## config.mk

```make
export PLATFORM = sky130hd
export DESIGN_NAME = lsu_ctrl
export DESIGN_NICKNAME = d
export VERILOG_FILES = /design/src/rtl/lsu_ctrl.sv
export SDC_FILE = /design/constraint.sdc
export NUM_CORES = 1
export LEC_CHECK = 0
export ABC_AREA = 1
export CORE_MARGIN = 2
export CORE_UTILIZATION = 48
export CTS_CLUSTER_DIAMETER = 30
export DETAILED_ROUTE_END_ITERATION = 12
export PLACE_DENSITY = 0.95
export SETUP_SLACK_MARGIN = 0.05
export SLEW_MARGIN = 20
export SYNTH_ARGS = -nofsm -noshare
export SYNTH_HDL_FRONTEND = slang
export SYNTH_SLANG_ARGS = --single-unit
```

## constraint.sdc

```tcl
create_clock -name i_clk -period 2.41 [get_ports i_clk]
set_clock_uncertainty 0.05 [all_clocks]
set_input_delay 0.3615 -clock i_clk [delete_from_list [all_inputs] [get_ports i_clk]]
set_output_delay 0.3615 -clock i_clk [all_outputs]
set_load 0.05 [all_outputs]
```

## src/rtl/lsu_ctrl.sv

```systemverilog
// Load/store controller: captures one ALU-computed access, runs a single req/ack
// memory transaction with byte-lane steering, and returns a formatted load result.
module lsu_ctrl #(
  parameter int WIDTH = 32
) (
  input  logic             i_clk,
  input  logic             i_rst_n,
  input  logic             i_req_vld,
  input  logic             i_we,
  input  logic [2:0]       i_funct3,
  input  logic [WIDTH-1:0] i_addr,
  input  logic [WIDTH-1:0] i_st_data,
  output logic             o_busy,
  output logic             o_done,
  output logic             o_err,
  output logic [WIDTH-1:0] o_ld_data,
  output logic             o_mem_req,
  output logic             o_mem_we,
  output logic [WIDTH-1:0] o_mem_addr,
  output logic [WIDTH-1:0] o_mem_wdata,
  output logic [3:0]       o_mem_bmask,
  input  logic             i_mem_ack,
  input  logic [WIDTH-1:0] i_mem_rdata
);

  localparam logic [1:0] ST_IDLE = 2'd0;
  localparam logic [1:0] ST_REQ  = 2'd1;
  localparam logic [1:0] ST_DONE = 2'd2;

  localparam logic [2:0] F3_B  = 3'b000;
  localparam logic [2:0] F3_H  = 3'b001;
  localparam logic [2:0] F3_W  = 3'b010;
  localparam logic [2:0] F3_BU = 3'b100;
  localparam logic [2:0] F3_HU = 3'b101;

  logic [1:0]       state_reg, state_next;
  logic             we_reg;
  logic [2:0]       funct3_reg;
  logic [1:0]       off_reg;
  logic [WIDTH-1:0] addr_reg;
  logic [WIDTH-1:0] wdata_reg;
  logic [3:0]       bmask_reg;
  logic             err_reg;
  logic [WIDTH-1:0] ld_data_reg;

  logic [WIDTH-1:0] wdata_fmt;
  logic [3:0]       bmask_fmt;
  logic             err_chk;
  logic [WIDTH-1:0] ld_fmt;
  logic [7:0]       rd_lane [4];
  logic [7:0]       rd_byte;
  logic [15:0]      rd_half;

  wire accept = (state_reg == ST_IDLE) && i_req_vld;

  // Store data is steered onto every lane so the byte mask alone selects the target bytes.
  always_comb begin
    wdata_fmt = i_st_data;
    bmask_fmt = 4'b1111;
    if (i_we) begin
      case (i_funct3)
        F3_B: begin
          wdata_fmt = {4{i_st_data[7:0]}};
          bmask_fmt = 4'b0001 << i_addr[1:0];
        end
        F3_H: begin
          wdata_fmt = {2{i_st_data[15:0]}};
          bmask_fmt = i_addr[1] ? 4'b1100 : 4'b0011;
        end
        default: begin
          wdata_fmt = i_st_data;
          bmask_fmt = 4'b1111;
        end
      endcase
    end
  end

  always_comb begin
    err_chk = 1'b0;
    case (i_funct3)
      F3_B:  err_chk = 1'b0;
      F3_H:  err_chk = i_addr[0];
      F3_W:  err_chk = (i_addr[1:0] != 2'b00);
      F3_BU: err_chk = i_we;
      F3_HU: err_chk = i_we | i_addr[0];
      default: err_chk = 1'b1;
    endcase
  end

  genvar gi;
  generate
    for (gi = 0; gi < 4; gi++) begin : g_lane
      assign rd_lane[gi] = i_mem_rdata[8*gi +: 8];
    end
  endgenerate

  assign rd_byte = rd_lane[off_reg];
  assign rd_half = off_reg[1] ? i_mem_rdata[31:16] : i_mem_rdata[15:0];

  always_comb begin
    ld_fmt = i_mem_rdata;
    case (funct3_reg)
      F3_B:    ld_fmt = {{24{rd_byte[7]}}, rd_byte};
      F3_H:    ld_fmt = {{16{rd_half[15]}}, rd_half};
      F3_BU:   ld_fmt = {24'd0, rd_byte};
      F3_HU:   ld_fmt = {16'd0, rd_half};
      default: ld_fmt = i_mem_rdata;
    endcase
  end

  always_comb begin
    state_next = state_reg;
    case (state_reg)
      ST_IDLE: if (i_req_vld) state_next = err_chk ? ST_DONE : ST_REQ;
      ST_REQ:  if (i_mem_ack) state_next = ST_DONE;
      ST_DONE: state_next = ST_IDLE;
      default: state_next = ST_IDLE;
    endcase
  end

  always_ff @(posedge i_clk or negedge i_rst_n) begin
    if (!i_rst_n) begin
      state_reg   <= ST_IDLE;
      we_reg      <= 1'b0;
      funct3_reg  <= 3'd0;
      off_reg     <= 2'd0;
      addr_reg    <= '0;
      wdata_reg   <= '0;
      bmask_reg   <= 4'd0;
      err_reg     <= 1'b0;
      ld_data_reg <= '0;
    end else begin
      state_reg <= state_next;
      if (accept) begin
        we_reg     <= i_we;
        funct3_reg <= i_funct3;
        off_reg    <= i_addr[1:0];
        addr_reg   <= {i_addr[WIDTH-1:2], 2'b00};
        wdata_reg  <= wdata_fmt;
        bmask_reg  <= bmask_fmt;
        err_reg    <= err_chk;
      end
      // Only a completed load touches the result; stores and errors leave it intact.
      if ((state_reg == ST_REQ) && i_mem_ack && !we_reg) begin
        ld_data_reg <= ld_fmt;
      end
    end
  end

  assign o_busy      = (state_reg != ST_IDLE);
  assign o_done      = (state_reg == ST_DONE);
  assign o_err       = (state_reg == ST_DONE) && err_reg;
  assign o_ld_data   = ld_data_reg;
  assign o_mem_req   = (state_reg == ST_REQ);
  assign o_mem_we    = (state_reg == ST_REQ) && we_reg;
  assign o_mem_addr  = addr_reg;
  assign o_mem_wdata = wdata_reg;
  assign o_mem_bmask = bmask_reg;

endmodule

```

; ---- Yosys cells after proc, flatten, opt, wreduce, memory -nomap -nowiden
; Cells that the tools add are included.
[classes]
n_mux = 15
reduce_logical = 12
n_eq_ne = 11
n_lt_le_gt_ge = 1
shifts = 1
bitwise_logic = 2
[ops]
columns = cell, n
row1 = $pmux W32 S4, 1
row2 = $pmux W32 S2, 1
row3 = $mux W32, 1
row4 = $bmux W8 S2, 1
row5 = $mux W16, 1
row6 = $mux W8, 2
row7 = $eq A3 B3 Y1 const B, 4
row8 = $mux W4, 2
row9 = $pmux W4 S2, 1
row10 = $eq A3 B1 Y1 const B, 2
row11 = $logic_not A3 Y1, 2
row12 = $mux W2, 3
row13 = $logic_and A1 B1 Y1, 5
row14 = $pmux W1 S5, 1
row15 = $pmux W2 S2, 1
row16 = $reduce_bool A2 Y1, 2
row17 = $shl A1 B2 Y4 const A, 1
row18 = $eq A3 B2 Y1 const B, 1
row19 = $ge A3 B3 Y1 const B, 1
row20 = $not A2 Y3, 1
row21 = $eq A2 B1 Y1 const B, 1
row22 = $eq A2 B2 Y1 const B, 1
row23 = $logic_not A2 Y1, 1
row24 = $ne A2 B1 Y1 const B, 1
row25 = other kinds (4), 4
[word_totals]
inputBits = 104
regBits = 107
out_inout_bits = 105
elab_cells = 51

; ---- Depth between registers and ports, before layout
; Gate-level depths: netlist of the first run.
[logic_depth]
ltp_word = 5
depth_mapped = 10
depth_no_buf = 8

; ---- Worst setup path after synthesis of the first run
; Ideal clock, no wire load.
[synth_timing]
path_kind = flip-flop to output port
startpoint = reg state_reg[1]
endpoint = out o_mem_we
path_buffers = 0
path_stages_with_launch = 2
arrival_time_ns = 1.539
required_ns = 1.999
slack_ns = 0.459
path_cell_list = dfrtp_1 -> nor3_1
[synth_between]
elab_chain_cells = 2
[synth_lines]
columns = item, line_no
row1 = start: declaration, 36  ; logic [1:0] state_reg, state_next;
row2 = start signal: assignment, 133  ; state_reg <= state_next;
row3 = $eq A2 B1 Y1, 155  ; assign o_mem_we = (state_reg == ST_REQ) && we_reg;
row4 = $logic_and A1 B1 Y1, 155
row5 = end: declaration, 18  ; output logic o_mem_we,
; Every way passes these cells.

; ---- Worst setup path in the final report of the first run
[layout_timing]
startpoint = reg state_reg[1]
endpoint = out o_busy
[layout_between]
elab_chain_cells = 1
[layout_lines]
columns = item, line_no
row1 = $reduce_bool A2 Y1, 150  ; assign o_busy = (state_reg != ST_IDLE);
row2 = end: declaration, 13  ; output logic o_busy,
; Every way passes these cells.

==> run summary, run 1 <==
Post-layout worst setup margin -> 0.154 ns
Fin area -> 7700 sq um
Seq cells post-synth -> 107
Clock sinks -> 107
Post-Route Setup TNS -> 0 ns
Core Rows -> 38
CTS clk-pin slew, worst paths -> 0.12 ns
Sequential share of the synthesized area -> 50.1%
Fin crit share -> 93.6%
Port Buffers -> 206
Worst Tran Pin Value -> 0.667 ns
Pwr dens -> 1160 nW/um^2
First-pass GRT wire length -> 25.0 mm
Via count -> 5432
Area after DPL -> 7470 sq um
Ys Warns -> 0
WP data required -> 2.00 ns
# nets final -> 1016
Vias/cell -> 5.14
Setup violations, final -> 0
Number of CTS-inserted buffers -> 9
CP Class -> reg -> out
Starting density of the core -> 49.3%
DRC -> 0
Drt pass-1 iters -> 5
Die Width -> 110 um
Clk root buf -> clkbuf_8
Area delta synth->final -> 44.0%
RSZ-0062 raised after global routing -> false
Number of max-cap violations -> 0
TritonCTS clock tree -> yes
CP cell instances -> inv_2 -> nand2_1 -> clkdlybuf4s50_1
Critical Path Start Type -> flip-flop
Detail Placement HPWL -> 11.8 mm
FFs w/ async S/R, synth -> 100%
CP arrival -> 1.84 ns
CP Capture Type -> output port
Yosys cell types -> 33
Leak -> 3.87 nW
DR iter-0 viols -> 405
Total gr overflow -> 0
Global placement routability congestion -> 0.953
Number of global-route vias before repair -> 5177
Clock Latency Late Sink -> 0.36 ns
All-layer global routing usage -> 26.9%
Worst-path maximum fanout -> 5
Mapped Area -> 5350 sq um
Initial antenna violation count -> 0
Share of cells above drive strength 1 -> 6.54%
Cell count after synthesis -> 715
Max-slew violations -> 0
Slowest CP cell -> clkdlybuf4s50_1
DR WL/cell -> 15.0 um
Largest net degree at the start of global routing -> 43
Number of synthesized flops with an enable pin -> 0
Maximum vdd drop -> 691 uV
Max stage delay on crit path -> 0.81 ns
Slew headroom -> 55.5%
I/O pin count -> 209
Clock Path Buffers -> 2
Worst Hold Class -> reg -> reg
Number of diodes -> 0
Min Hold Slack -> 0.440 ns
DRT antenna net count -> 0
Dpl ws -> 0.357 ns
H-tree depth -> 3
Buffer count from post-CTS setup fixing -> 0
Die height -> 110 um
Final Hold Violating Endpoints -> 0
Commonest cells after routing, fill and taps aside -> nand2_1 (286), clkdlybuf4s50_1 (201), dfrtp_1 (107), nor2_1 (62), inv_1 (56)
Fmax -> 443 MHz
Synth Flop Type -> dfrtp_1
Avg Cell Area, Syn -> 7.48 sq um
Core Area -> 10800 sq um
DRT Wirelength -> 15.9 mm
Period minus WS final -> 2.26 ns
Status -> completed
DIE AREA -> 12000 sq um
Commonest non-fill, non-tap cell in the layout -> nand2_1
==> metrics by stage <==
step / cells / total power, mW / utilization (%)
floorplan: 716 / 6.06 / -
finish: 1057 / 8.97 / 71.0
global placement: 1040 / 7.71 / 68.9
CTS: 1057 / 8.99 / 70.9
detailed placement: 1040 / 7.81 / 68.9
global route: 1057 / 9.45 / 71.0
==> layout make-up <==
class                      count  area [sq um]
multi-input combinational    509          2200
inverter                      64           245
sequential                   107          2680
tap                          140           175
clock inverter                 7          83.8
fill                         845          3140
timing repair buffer         221          2200
clock buffer                   9           124
==> power by group <==
part	internal, mW	switching (mW)
clock	0.502	0.669
combinational	1.64	3.33
sequential	2.40	0.427
total	4.54	4.42
==> critical path: cells and delay by family, from the launching register on <==
kind / cells / cell delay (ns)
buf+inv: 2 / 0.90
flops: 1 / 0.50
simple gates: 1 / 0.08
==> logic make-up after synthesis <==
family,after synthesis,synth area share [%]
and+or+nand+nor,407,31.4
other,1,0.0701
buffers and inverters,100,8.94
DFF,107,50.1
AOI/OAI and AO/OA,100,9.57
==> cells in the mapped netlist (6+ instances only) <==
master	n	share of area, %
or2_2	9	1.1
nor2_1	62	4.4
dfrtp_1	107	50
a21oi_1	55	5.1
o21ai_1	10	0.94
inv_1	56	3.9
inv_2	6	0.42
buf_2	18	1.7
buf_4	6	0.84
nand2_1	286	20
nand3_1	25	2.3
o21ai_0	30	2.8
buf_6	7	1.5
==> what timing repair did <==
item                                   CTS  global route
endpoints found under the hold margin   38             0
setup endpoints to repair                0             4
gates resized for setup                  0             4
hold buffers                             1             0
==> layer usage <==
| layer | vias up | share of wire (%) | global-route usage, % |
|---|---|---|---|
| li1 | 2594 | - | - |
| met1 | 2497 | 40 | 34.6 |
| met2 | 310 | 47 | 43.7 |
| met3 | 31 | 9.7 | 7.41 |
| met4 | 0 | 2.4 | 9.22 |
| met5 | - | 0 | 0 |
==> final timing paths <==
path,start,endpoint,slack [ns],depth (start not counted)
max reg2reg,funct3_reg[1]$_DFFE_PN0P_,o_ld_data[18]$_DFFE_PN0P_,0.61,7
max,state_reg[1]$_DFFE_PN0P_,o_busy,0.15,3
min,o_mem_addr[26]$_DFFE_PN0P_,o_mem_addr[26]$_DFFE_PN0P_,0.44,2
min reg2reg,o_mem_addr[26]$_DFFE_PN0P_,o_mem_addr[26]$_DFFE_PN0P_,0.44,2
max in group asynchronous,i_rst_n,o_mem_bmask[2]$_DFFE_PN0P_,1.18,3
min in group asynchronous,i_rst_n,o_mem_wdata[20]$_DFFE_PN0P_,0.49,2
Power figures use the tool's default switching activity.
==> run 2: changes to the inputs <==
Settings changed: CAP_MARGIN set to 20.
==> results of run 2 <==
Final layout, timing and power as in run 1 (identical DEF).
==> run 3: changes to the inputs <==
Settings changed: CORE_MARGIN 2 to not set, CTS_CLUSTER_SIZE set to 25.
==> run 3 against run 2 <==
Net effect:
- combinational power is essentially flat
- utilization is 0.081 points lower
- flip-flop and latch count is the same
- design area shrank 0.11%
- wire length fell by 3.0%
- die area is 3.6% lower
- clock power shrank 6%
- power down 0.95%
- worst hold slack got worse by 0.0035 ns
- critical path type unchanged
- critical endpoint is now o_mem_req
==> run summary, run 3 (same netlist as run 1, synthesis figures left out) <==
Maximum vdd drop -> 906 uV (was 691 uV)
Status -> completed (unchanged)
Largest net degree at the start of global routing -> 44 (was 43)
Area of the multi-input gates -> 2200 sq um (unchanged)
CP Capture Type -> output port (unchanged)
Layer with the highest usage -> met2 (unchanged)
Buf+Inv Stages, Crit Path -> 1 (was 2)
Core Area -> 10800 sq um (unchanged)
Worst-path maximum fanout -> 5 (unchanged)
GR Util met1 -> 34.5% (was 34.6%)
Number of max-cap violations -> 0 (unchanged)
Vias/cell -> 5.11 (was 5.14)
Global placement routability congestion -> 0.926 (was 0.953)
Detail Placement HPWL -> 11.2 mm (was 11.8 mm)
Clock sinks -> 107 (unchanged)
Slew headroom -> 59.9% (was 55.5%)
RSZ-0062 raised after global routing -> false (unchanged)
Number of global-route vias before repair -> 5031 (was 5177)
Leak -> 3.84 nW (was 3.87 nW)
Filler instances -> 871 (was 845)
H-tree depth -> 3 (unchanged)
# nets final -> 1012 (was 1016)
Fin crit share -> 94.9% (was 93.6%)
Die Width -> 108 um (was 110 um)
Drt pass-1 iters -> 5 (unchanged)
Storage element area -> 2680 sq um (unchanged)
Number of diodes -> 0 (unchanged)
Worst Tran Pin Value -> 0.599 ns (was 0.667 ns)
CP Class -> reg -> out (unchanged)
Clock Latency Late Sink -> 0.37 ns (was 0.36 ns)
Number of CTS-inserted buffers -> 9 (unchanged)
Critical Path Start Type -> flip-flop (unchanged)
CP cell instances -> nor2_4 -> clkdlybuf4s50_1 (was inv_2 -> nand2_1 -> clkdlybuf4s50_1)
CTS clk-pin slew, worst paths -> 0.11 ns (was 0.12 ns)
Clk root buf -> clkbuf_8 (unchanged)
Area delta synth->final -> 43.8% (was 44.0%)
CP arrival -> 1.88 ns (was 1.84 ns)
DRT antenna net count -> 0 (unchanged)
DRC -> 0 (unchanged)
First-pass GRT wire length -> 24.4 mm (was 25.0 mm)
Top delay family on crit path -> buffers and inverters (unchanged)
Post-Route Setup TNS -> 0 ns (unchanged)
WP data required -> 2.00 ns (about the same)
Pwr Total -> 8.88 mW (was 8.97 mW)
Fmax -> 437 MHz (was 443 MHz)
Commonest cells after routing, fill and taps aside -> nand2_1 (286), clkdlybuf4s50_1 (202), dfrtp_1 (107), nor2_1 (62), inv_1 (56) (was nand2_1 (286), clkdlybuf4s50_1 (201), dfrtp_1 (107), nor2_1 (62), inv_1 (56))
RR Startpoint -> funct3_reg[0]$_DFFE_PN0P_ (was funct3_reg[1]$_DFFE_PN0P_)
DR WL/cell -> 14.6 um (was 15.0 um)
DR iter-0 viols -> 342 (was 405)
Hold_sp -> o_ld_data[12]$_DFFE_PN0P_ (was o_mem_addr[26]$_DFFE_PN0P_)
Initial antenna violation count -> 0 (unchanged)
Commonest non-fill, non-tap cell in the layout -> nand2_1 (unchanged)
Die height -> 108 um (was 110 um)
Core Rows -> 38 (unchanged)
Clock Path Buffers -> 2 (unchanged)
Starting density of the core -> 49.3% (unchanged)
TritonCTS clock tree -> yes (unchanged)
Pwr dens -> 1150 nW/um^2 (was 1160 nW/um^2)
Crit. Startpoint -> state_reg[1]$_DFFE_PN0P_ (unchanged)
Max stage delay on crit path -> 0.84 ns (was 0.81 ns)
Period minus WS final -> 2.29 ns (was 2.26 ns)
Slowest CP cell -> clkdlybuf4s50_1 (unchanged)
Worst Hold Class -> reg -> reg (unchanged)
Via count -> 5381 (was 5432)
Setup violations, final -> 0 (unchanged)
Routing usage on met3 -> 7.32% (was 7.41%)
DRT Wirelength -> 15.4 mm (was 15.9 mm)
Port Buffers -> 206 (unchanged)
Total gr overflow -> 0 (unchanged)
Met2 usage -> 44.7% (was 43.7%)
I/O pin count -> 209 (unchanged)
DIE AREA -> 11600 sq um (was 12000 sq um)
Max-slew violations -> 0 (unchanged)
Final Hold Violating Endpoints -> 0 (unchanged)
Share of cells above drive strength 1 -> 6.13% (was 6.54%)
All-layer global routing usage -> 27.2% (was 26.9%)
[run 3: changes by cell type in the layout (fill, tap and decap cells not counted)]
cell,delta
clkinvlp_4,+1
bufinv_16,-1
inv_8,-1
clkinv_8,+1
buf_12,+3
buf_4,-7
clkdlybuf4s50_1,+1
clkinv_2,-1
dlymetal6s2s_1,-1
inv_6,+1
[run 3: through the flow]
step	hold slack (ns)	cells	area, sq um	util, %	setup slack, ns
2_1_floorplan	0.0159	716	5350	-	0.459
3_5_place_dp	0.338	1036	7480	69.0	0.398
6_report	0.437	1053	7690	70.9	0.123
3_3_place_gp	0.333	1036	7480	69.0	0.446
4_1_cts	0.443	1053	7680	70.9	0.0569
5_1_grt	0.450	1053	7690	70.9	0.0650
[run 3: area by class of cell]
cell class                 count  share of cell area, %
clock buffer                   9                   1.61
inverter                      64                   3.19
clock inverter                 7                  0.911
timing repair buffer         217                   28.6
tap                          140                   2.28
multi-input combinational    509                   28.6
sequential                   107                   34.8
[run 3: final timing paths]
check                      cells past startpoint                        end  slack (ns)
min                                            2  o_ld_data[12]$_DFFE_PN0P_        0.44
max reg2reg                                    6  o_ld_data[22]$_DFFE_PN0P_        0.52
max in group asynchronous                      3  o_mem_addr[9]$_DFFE_PN0P_        1.27
min reg2reg                                    2  o_ld_data[12]$_DFFE_PN0P_        0.44
min in group asynchronous                      2  o_ld_data[11]$_DFFE_PN0P_        0.45
max                                            2                  o_mem_req        0.12
[run 3: power breakdown]
| group | switching, mW | internal, mW |
|---|---|---|
| clock network | 0.700 | 0.404 |
| logic | 3.34 | 1.64 |
| registers | 0.398 | 2.40 |
[run 3: repair_timing]
| action | CTS | global route |
|---|---|---|
| endpoints found under the setup margin | 0 | 3 |
| endpoints found under the hold margin | 39 | 0 |
| gates resized for setup | 0 | 3 |
| setup buffers | 0 | 0 |
| hold buffers | 1 | 0 |
[run 3: worst min-delay path: cells and delay by family, from the launching register on]
kind,cells,cell delay (ns)
and+or+nand+nor,2,0.10
DFF,1,0.36
[run 3: routing by layer]
| layer | vias up | part of all wire, % |
|---|---|---|
| li1 | 2588 | - |
| met2 | 266 | 48 |
| met1 | 2492 | 41 |
| met3 | 35 | 8.9 |
| met5 | - | 0 |
| met4 | 0 | 2.4 |
